### src/rtl/fifo_pkg.sv
// ============================================================================
// Module   : fifo_pkg
// Brief    : Shared types and default sizes for the FIFO word packer slice.
// Revision : 1.0 - initial release
// ============================================================================
`default_nettype none

package fifo_pkg;

    localparam int DEF_IN_WIDTH = 8;
    localparam int DEF_RATIO    = 4;

    typedef enum logic [1:0] {
        S_REQ = 2'd0,
        S_CAP = 2'd1,
        S_OUT = 2'd2
    } state_t;

endpackage

`default_nettype wire

### src/rtl/fifo_word_packer_if.sv
// ============================================================================
// Module   : fifo_word_packer_if
// Brief    : FIFO read port plus packed-word valid/ready stream for the packer.
// Revision : 1.0 - initial release
// ============================================================================
`default_nettype none

interface fifo_word_packer_if
    import fifo_pkg::*;
#(
    parameter int IN_WIDTH = DEF_IN_WIDTH,
    parameter int RATIO    = DEF_RATIO
) ();

    localparam int OUT_WIDTH = IN_WIDTH * RATIO;

    logic                 fifo_empty;
    logic                 fifo_re;
    logic [IN_WIDTH-1:0]  fifo_rdata;
    logic                 flush;
    logic                 out_valid;
    logic                 out_ready;
    logic [OUT_WIDTH-1:0] out_data;
    logic [RATIO-1:0]     out_keep;

    // master = the packer, slave = FIFO plus downstream consumer side
    modport master (
        input  fifo_empty, fifo_rdata, flush, out_ready,
        output fifo_re, out_valid, out_data, out_keep
    );

    modport slave (
        output fifo_empty, fifo_rdata, flush, out_ready,
        input  fifo_re, out_valid, out_data, out_keep
    );

endinterface

`default_nettype wire

### src/rtl/fifo_word_packer.sv
// ============================================================================
// Module   : fifo_word_packer
// Brief    : Drains bytes from a FIFO and packs RATIO of them into one word,
//            with flush-driven partial words marked by per-lane keep bits.
// Revision : 1.0 - initial release
// ============================================================================
`default_nettype none

module fifo_word_packer
    import fifo_pkg::*;
#(
    parameter int IN_WIDTH = DEF_IN_WIDTH,
    parameter int RATIO    = DEF_RATIO
) (
    input  wire logic          clk,
    input  wire logic          rst,
    fifo_word_packer_if.master bus
);

    localparam int                OUT_WIDTH = IN_WIDTH * RATIO;
    localparam int                IDX_W     = $clog2(RATIO);
    localparam logic [IDX_W-1:0]  LAST_IDX  = IDX_W'(RATIO - 1);

    state_t               state_q, state_d;
    logic [IDX_W-1:0]     idx_q, idx_d;
    logic [OUT_WIDTH-1:0] out_data_q, out_data_d;
    logic [RATIO-1:0]     out_keep_q, out_keep_d;

    always_comb begin
        state_d    = state_q;
        idx_d      = idx_q;
        out_data_d = out_data_q;
        out_keep_d = out_keep_q;
        case (state_q)
            S_REQ: begin
                // FIFO data always wins over flush, so nothing is left behind
                if (!bus.fifo_empty) begin
                    state_d = S_CAP;
                end else if (bus.flush && (idx_q != '0)) begin
                    state_d = S_OUT;
                end
            end
            S_CAP: begin
                for (int i = 0; i < RATIO; i++) begin
                    if (idx_q == IDX_W'(i)) begin
                        out_data_d[i*IN_WIDTH +: IN_WIDTH] = bus.fifo_rdata;
                        out_keep_d[i]                      = 1'b1;
                    end
                end
                if (idx_q == LAST_IDX) begin
                    idx_d   = '0;
                    state_d = S_OUT;
                end else begin
                    idx_d   = idx_q + 1'b1;
                    state_d = S_REQ;
                end
            end
            S_OUT: begin
                if (bus.out_ready) begin
                    out_data_d = '0;
                    out_keep_d = '0;
                    idx_d      = '0;
                    state_d    = S_REQ;
                end
            end
            default: begin
                state_d = S_REQ;
            end
        endcase
    end

    always_ff @(posedge clk or negedge rst) begin
        if (!rst) begin
            state_q    <= S_REQ;
            idx_q      <= '0;
            out_data_q <= '0;
            out_keep_q <= '0;
        end else begin
            state_q    <= state_d;
            idx_q      <= idx_d;
            out_data_q <= out_data_d;
            out_keep_q <= out_keep_d;
        end
    end

    // A read is only ever requested from S_REQ, and S_CAP always follows, which
    // keeps reads at least one cycle apart and hides the empty-flag lag.
    assign bus.fifo_re   = (state_q == S_REQ) && !bus.fifo_empty;
    assign bus.out_valid = (state_q == S_OUT);
    assign bus.out_data  = out_data_q;
    assign bus.out_keep  = out_keep_q;

endmodule

`default_nettype wire

### src/flat_wrapper.sv
// flat-port wrapper written by rule: the top's interface ports become plain ports
module fifo_word_packer_flat import fifo_pkg::*;
#(
    parameter int IN_WIDTH = DEF_IN_WIDTH,
    parameter int RATIO    = DEF_RATIO
)
  (clk, rst, bus_fifo_empty, bus_fifo_rdata, bus_flush, bus_out_ready, bus_fifo_re, bus_out_valid, bus_out_data, bus_out_keep);
  fifo_word_packer_if #(.IN_WIDTH(IN_WIDTH), .RATIO(RATIO)) bus_i ();
  input  wire logic clk;
  input  wire logic rst;
  input wire logic [$bits(bus_i.fifo_empty)-1:0] bus_fifo_empty;
  input wire logic [$bits(bus_i.fifo_rdata)-1:0] bus_fifo_rdata;
  input wire logic [$bits(bus_i.flush)-1:0] bus_flush;
  input wire logic [$bits(bus_i.out_ready)-1:0] bus_out_ready;
  output wire logic [$bits(bus_i.fifo_re)-1:0] bus_fifo_re;
  output wire logic [$bits(bus_i.out_valid)-1:0] bus_out_valid;
  output wire logic [$bits(bus_i.out_data)-1:0] bus_out_data;
  output wire logic [$bits(bus_i.out_keep)-1:0] bus_out_keep;
  assign bus_i.fifo_empty = bus_fifo_empty;
  assign bus_i.fifo_rdata = bus_fifo_rdata;
  assign bus_i.flush = bus_flush;
  assign bus_i.out_ready = bus_out_ready;
  assign bus_fifo_re = bus_i.fifo_re;
  assign bus_out_valid = bus_i.out_valid;
  assign bus_out_data = bus_i.out_data;
  assign bus_out_keep = bus_i.out_keep;
  fifo_word_packer #(.IN_WIDTH(IN_WIDTH), .RATIO(RATIO)) u_core (.clk(clk), .rst(rst), .bus(bus_i));
endmodule
### config.mk
export PLATFORM = sky130hd
export DESIGN_NAME = fifo_word_packer_flat
export DESIGN_NICKNAME = d
export VERILOG_FILES = /design/src/rtl/fifo_pkg.sv /design/src/rtl/fifo_word_packer_if.sv /design/src/rtl/fifo_word_packer.sv /design/src/flat_wrapper.sv
export SDC_FILE = /design/constraint.sdc
export NUM_CORES = 1
export LEC_CHECK = 0
export BUFFER_PORTS_ARGS = -buffer_cell sky130_fd_sc_hd__buf_2
export CORE_MARGIN = 1.5
export CORE_UTILIZATION = 46
export DETAILED_ROUTE_END_ITERATION = 10
export PLACE_DENSITY = 0.79
export SLEW_MARGIN = 20
export SYNTH_ARGS = -nofsm -noshare
export SYNTH_HDL_FRONTEND = slang
export SYNTH_SLANG_ARGS = --single-unit
### constraint.sdc
create_clock -name clk -period 1.5 [get_ports clk]
set_input_delay 0.3 -clock clk [delete_from_list [all_inputs] [get_ports clk]]
set_output_delay 0.3 -clock clk [all_outputs]
set_load 0.02 [all_outputs]
==> results by stage <==
Critical path:
- The setup slack of the worst register-to-register path is -140 ps.
- The critical path in this run is classified as reg2reg.
- Data arrives at the worst endpoint at 1820 ps.
- The startpoint identified for the worst register-to-register timing path is u_core.state_q[0]$_DFFE_PN0P_.
- The cell type of the slowest stage on the worst timing path is dfrtp_1.
- The longest individual stage delay on the worst path is 410 ps.
- The cell family contributing the most delay on the critical path is flip-flops.
- In this run the worst path has a maximum fanout of 4.
- Together, buffers and inverters on the worst path number 3.
- Walking the worst path, the cells encountered are inv_2 > ha_4 > inv_6 > o221ai_4 > clkbuf_16 > mux2_4.
- The worst endpoint required time is 1670 ps.
- The worst setup path is captured at a flop.
- In this run the critical register-to-register path is captured at u_core.bus.out_data[16]$_DFFE_PN0P_.
- The length in cells of the worst reg-to-reg path is 6.
- The type of origin of the critical path is a flop.

Global routing:
- The number of antenna violations at the first check in global routing is 0.
- The largest net degree at the start of global routing is 22.
- The overflow left after global routing is 0.
- The total global routing track utilization is between 20% and 30%.
- The via count of the first global-routing pass is 1443.
- The first global-routing pass estimated 7.40 mm of wire.

Run status:
- The checks that failed: negative setup slack.
- The run finished, with violations left.

Placed design:
- Once detailed placement completed, the half-perimeter wirelength came to around 3.0 mm.
- Routability-driven placement finished with a final weighted congestion of 0.820.
- The count of input and output buffers is 50.

Power and ir drop:
- The switching power is 3.18 mW.
- The combinational power share is 67.2%.
- The clock share of power is 8.5%.
- The cell area power density is ~2900 nW/um^2.
- Summed over all cells, the static leakage comes to 1.39 nW.
- Of the total power, the share spent switching nets is 39.6%.
- Cell internal power was estimated by the tool at 4.85 mW.
- The share of total power dissipated in sequential elements is 24.3%.
- After layout, the design draws a total of 8.03 mW.
- IR analysis of the VDD net gives a maximum drop of 0.00150 V.

Die:
- From bottom edge to top edge, the die measures 66.6 microns.
- The count of boundary I/O pins is between 50 and 60.
- The number of rows created at floorplan is 22.
- The floorplan die area is ~4400 sq um.
- The horizontal die dimension is 66.6 microns.
- The floorplan step defined a core boundary enclosing 3770 sq um.
- For this configuration, the core starts out at a cell density of about 50%.

Routing:
- In the routed design, unresolved DRC markers number 0.
- The total wire length is 5.05 mm.
- The via total after detailed routing is 1335.
- The violation count after the first detailed-routing iteration is 60.
- The pre-antenna-repair detailed-routing pass consisted of 4 iterations.
- Using the TritonRoute via totals, the vias-per-cell ratio works out to 5.26.
- Dividing the detail-routed wire length by the instance count gives 19.9 microns.
- The detail route stage leaves a number of antenna-violating nets equal to 0.

Job:
- The max-cap check violation count is 0.

STA:
- Setup repair after global routing could not meet its margin everywhere.
- The tightest hold path in the finished design has a slack of between 400 and 500 ps.
- The final period demand of the worst path is 1640 ps.
- The maximum operating frequency is 608 MHz.
- The worst pin sits at a relative slew slack of 64.8%.
- For the pin with the worst max-slew slack, the measured transition is 528 ps.
- The largest clock skew in the final design is 6.42 ps.
- The slack of the critical path is -144 ps.
- The final period utilization is 110%.
- The max-slew violation total from the final report was 0.
- The setup violation total in the final timing report is 39.
- The total count of hold-check failures in the final report is 0.

Synthesis:
- The combined area of all synthesized cells is about 1900 sq um.
- Sorting the synthesized cells by area gives the leading types as dfrtp_1 (54%), mux2_2 (21%), ha_1 (6.1%).
- Dividing the synthesized area by the synthesized cell count gives about 15 sq um.
- The top cell type's share of synthesized area is approximately 54%.
- After synthesis the netlist holds a flip-flop and latch count of 40.
- Yosys mapped the design onto 28 distinct sky130hd cell types.
- The cell count after synthesis came out at 126.
- After synthesis, flip-flops and latches occupy 53.9% of the total area.
- The number of warnings issued by yosys is 0.
- When the netlist entered floorplanning its net count stood at 148.
- dfrtp_1 takes more of the synthesized area than any other cell.

CTS:
- The level count of the clock H-tree is 2.
- The cell at the root of the clock tree is clkbuf_8.
- TritonCTS built the clock tree.
- The clock-pin slew reported for the worst setup and hold paths after clock tree synthesis is around 80 ps.
- In this run the deepest clock path goes through 2 buffers.
- TritonCTS created 5 clock buffers.
- The worst-skew pair later-pin latency is 290 ps.
- The clock drives 40 sinks.

Final layout:
- The top cell types in the final layout, fill and taps aside, are buf_2 (48), dfrtp_1 (39), mux2_4 (32), buf_4 (12), buf_6 (10).
- The area added between synthesis and finish is 50.0%.
- In the final layout, the multi-input gates occupy 1050 sq um.
- The sequential cells in the finished layout cover a total of 1000 sq um.
- The layout filler cell count is 234.
- The library cell used most frequently in the layout, excluding fill and tap cells, is buf_2.
- The share of cells above drive strength 1 is 73.8%.
- For this run, the post-layout net count is 228.
- The repair_antennas step left the layout with diodes totalling 0.

Min path:
- The worst hold path begins at bus_fifo_rdata[5].
- The worst hold path was traced through 3 stages.
- The worst hold path class is in2reg.
- The worst hold path terminates at u_core.bus.out_data[13]$_DFFE_PN0P_.
tightest hold or removal path, stage by stage:
cell,delay [ps]
buf_2,70
and2b_2,160
mux2_2,140
sequential cells by signal, summed over array words and instances, names as in the netlist:
signal and count:
u_core.state_q 2, u_core.bus.out_keep 4, u_core.bus.out_data 32, u_core.idx_q 2
cell usage after synthesis:
library cell and instances:
nor2b_1 1, a31oi_1 1, o211ai_1 1, a2bb2oi_1 1
dfrtp_1 40, nand3b_4 1, buf_4 1, a21o_1 1
a22o_1 1, nand2b_1 2, a31o_2 1, o21ai_0 1
inv_2 1, and2_1 1, buf_6 1, o221ai_4 3
a21oi_1 1, o2bb2ai_1 1, mux2i_1 1, ha_1 9
and2b_2 8, buf_2 1, mux2_2 35, nor2b_2 1
inv_1 7, nor4_1 1, nand2_1 2, nor2_1 1
power by group through the flow:
stage / clock (mW) / combinational (mW) / sequential (mW)
2_1_floorplan: 0 / 2.03 / 2.49
3_3_place_gp: 0 / 3.65 / 1.89
3_5_place_dp: 0 / 3.80 / 1.93
4_1_cts: 0.688 / 4.85 / 1.92
5_1_grt: 0.741 / 5.65 / 2.01
6_report: 0.681 / 5.40 / 1.95
layer usage:
layer / wire, microns / vias up / part of all wire [%] / global-route usage (%)
li1: - / 598 / - / -
met1: 2090 / 685 / 41 / 28.4
met2: 2650 / 43 / 52 / 40.8
met3: 193 / 9 / 3.8 / 4.22
met4: 110 / 0 / 2.2 / 8.42
met5: 0 / - / 0 / 0
logic make-up after synthesis:
group           count (synthesis)  synth area share [%]
compound gates                 12                  7.81
fa+ha+maj                       9                  6.06
buf+inv                        11                  2.90
flops                          40                  53.9
mux                            36                  21.8
simple gates                   18                  7.61
area by class of cell:
class	instances	share of cell area, %
well taps	48	2.16
repair buffers	76	19.8
multi-input cells	75	37.6
clock buffers	5	2.47
clock inverters	2	0.449
inverters	8	1.48
flip-flops and latches	40	36.0
worst max-delay path by stage:
| stage | startpoint | end | cells past startpoint |
|---|---|---|---|
| floorplan | u_core.state_q[0]$_DFFE_PN0P_ | u_core.bus.out_data[0]$_DFFE_PN0P_ | 6 |
| CTS | u_core.state_q[1]$_DFFE_PN0P_ | bus_out_valid | 4 |
| global route | u_core.state_q[0]$_DFFE_PN0P_ | u_core.bus.out_data[16]$_DFFE_PN0P_ | 6 |
| finish | u_core.state_q[0]$_DFFE_PN0P_ | u_core.bus.out_data[16]$_DFFE_PN0P_ | 6 |
| detailed placement | u_core.state_q[0]$_DFFE_PN0P_ | u_core.bus.out_data[25]$_DFFE_PN0P_ | 5 |
| global placement | u_core.state_q[0]$_DFFE_PN0P_ | u_core.bus.out_data[24]$_DFFE_PN0P_ | 5 |
metrics by stage:
stage	TNS [ps]	area (sq um)	instances	setup WS, ps	util [%]
2_1_floorplan	-3550	1890	126	-136	-
3_3_place_gp	-5240	2300	235	-163	60.9
3_5_place_dp	-7300	2300	235	-237	60.9
4_1_cts	-2110	2670	254	-91.2	70.7
5_1_grt	-6170	2790	254	-199	73.9
6_report	-4140	2790	254	-144	73.9
repair_timing:
action / CTS / global route
gates cloned: 0 / 1
buffers inserted: 11 / 1
pin swaps: 7 / 3
hold buffers: 1 / 0
endpoints found under the hold margin: 20 / 0
gates resized for setup: 45 / 25
setup endpoints to repair: 41 / 42
Power figures use the tool's default switching activity.
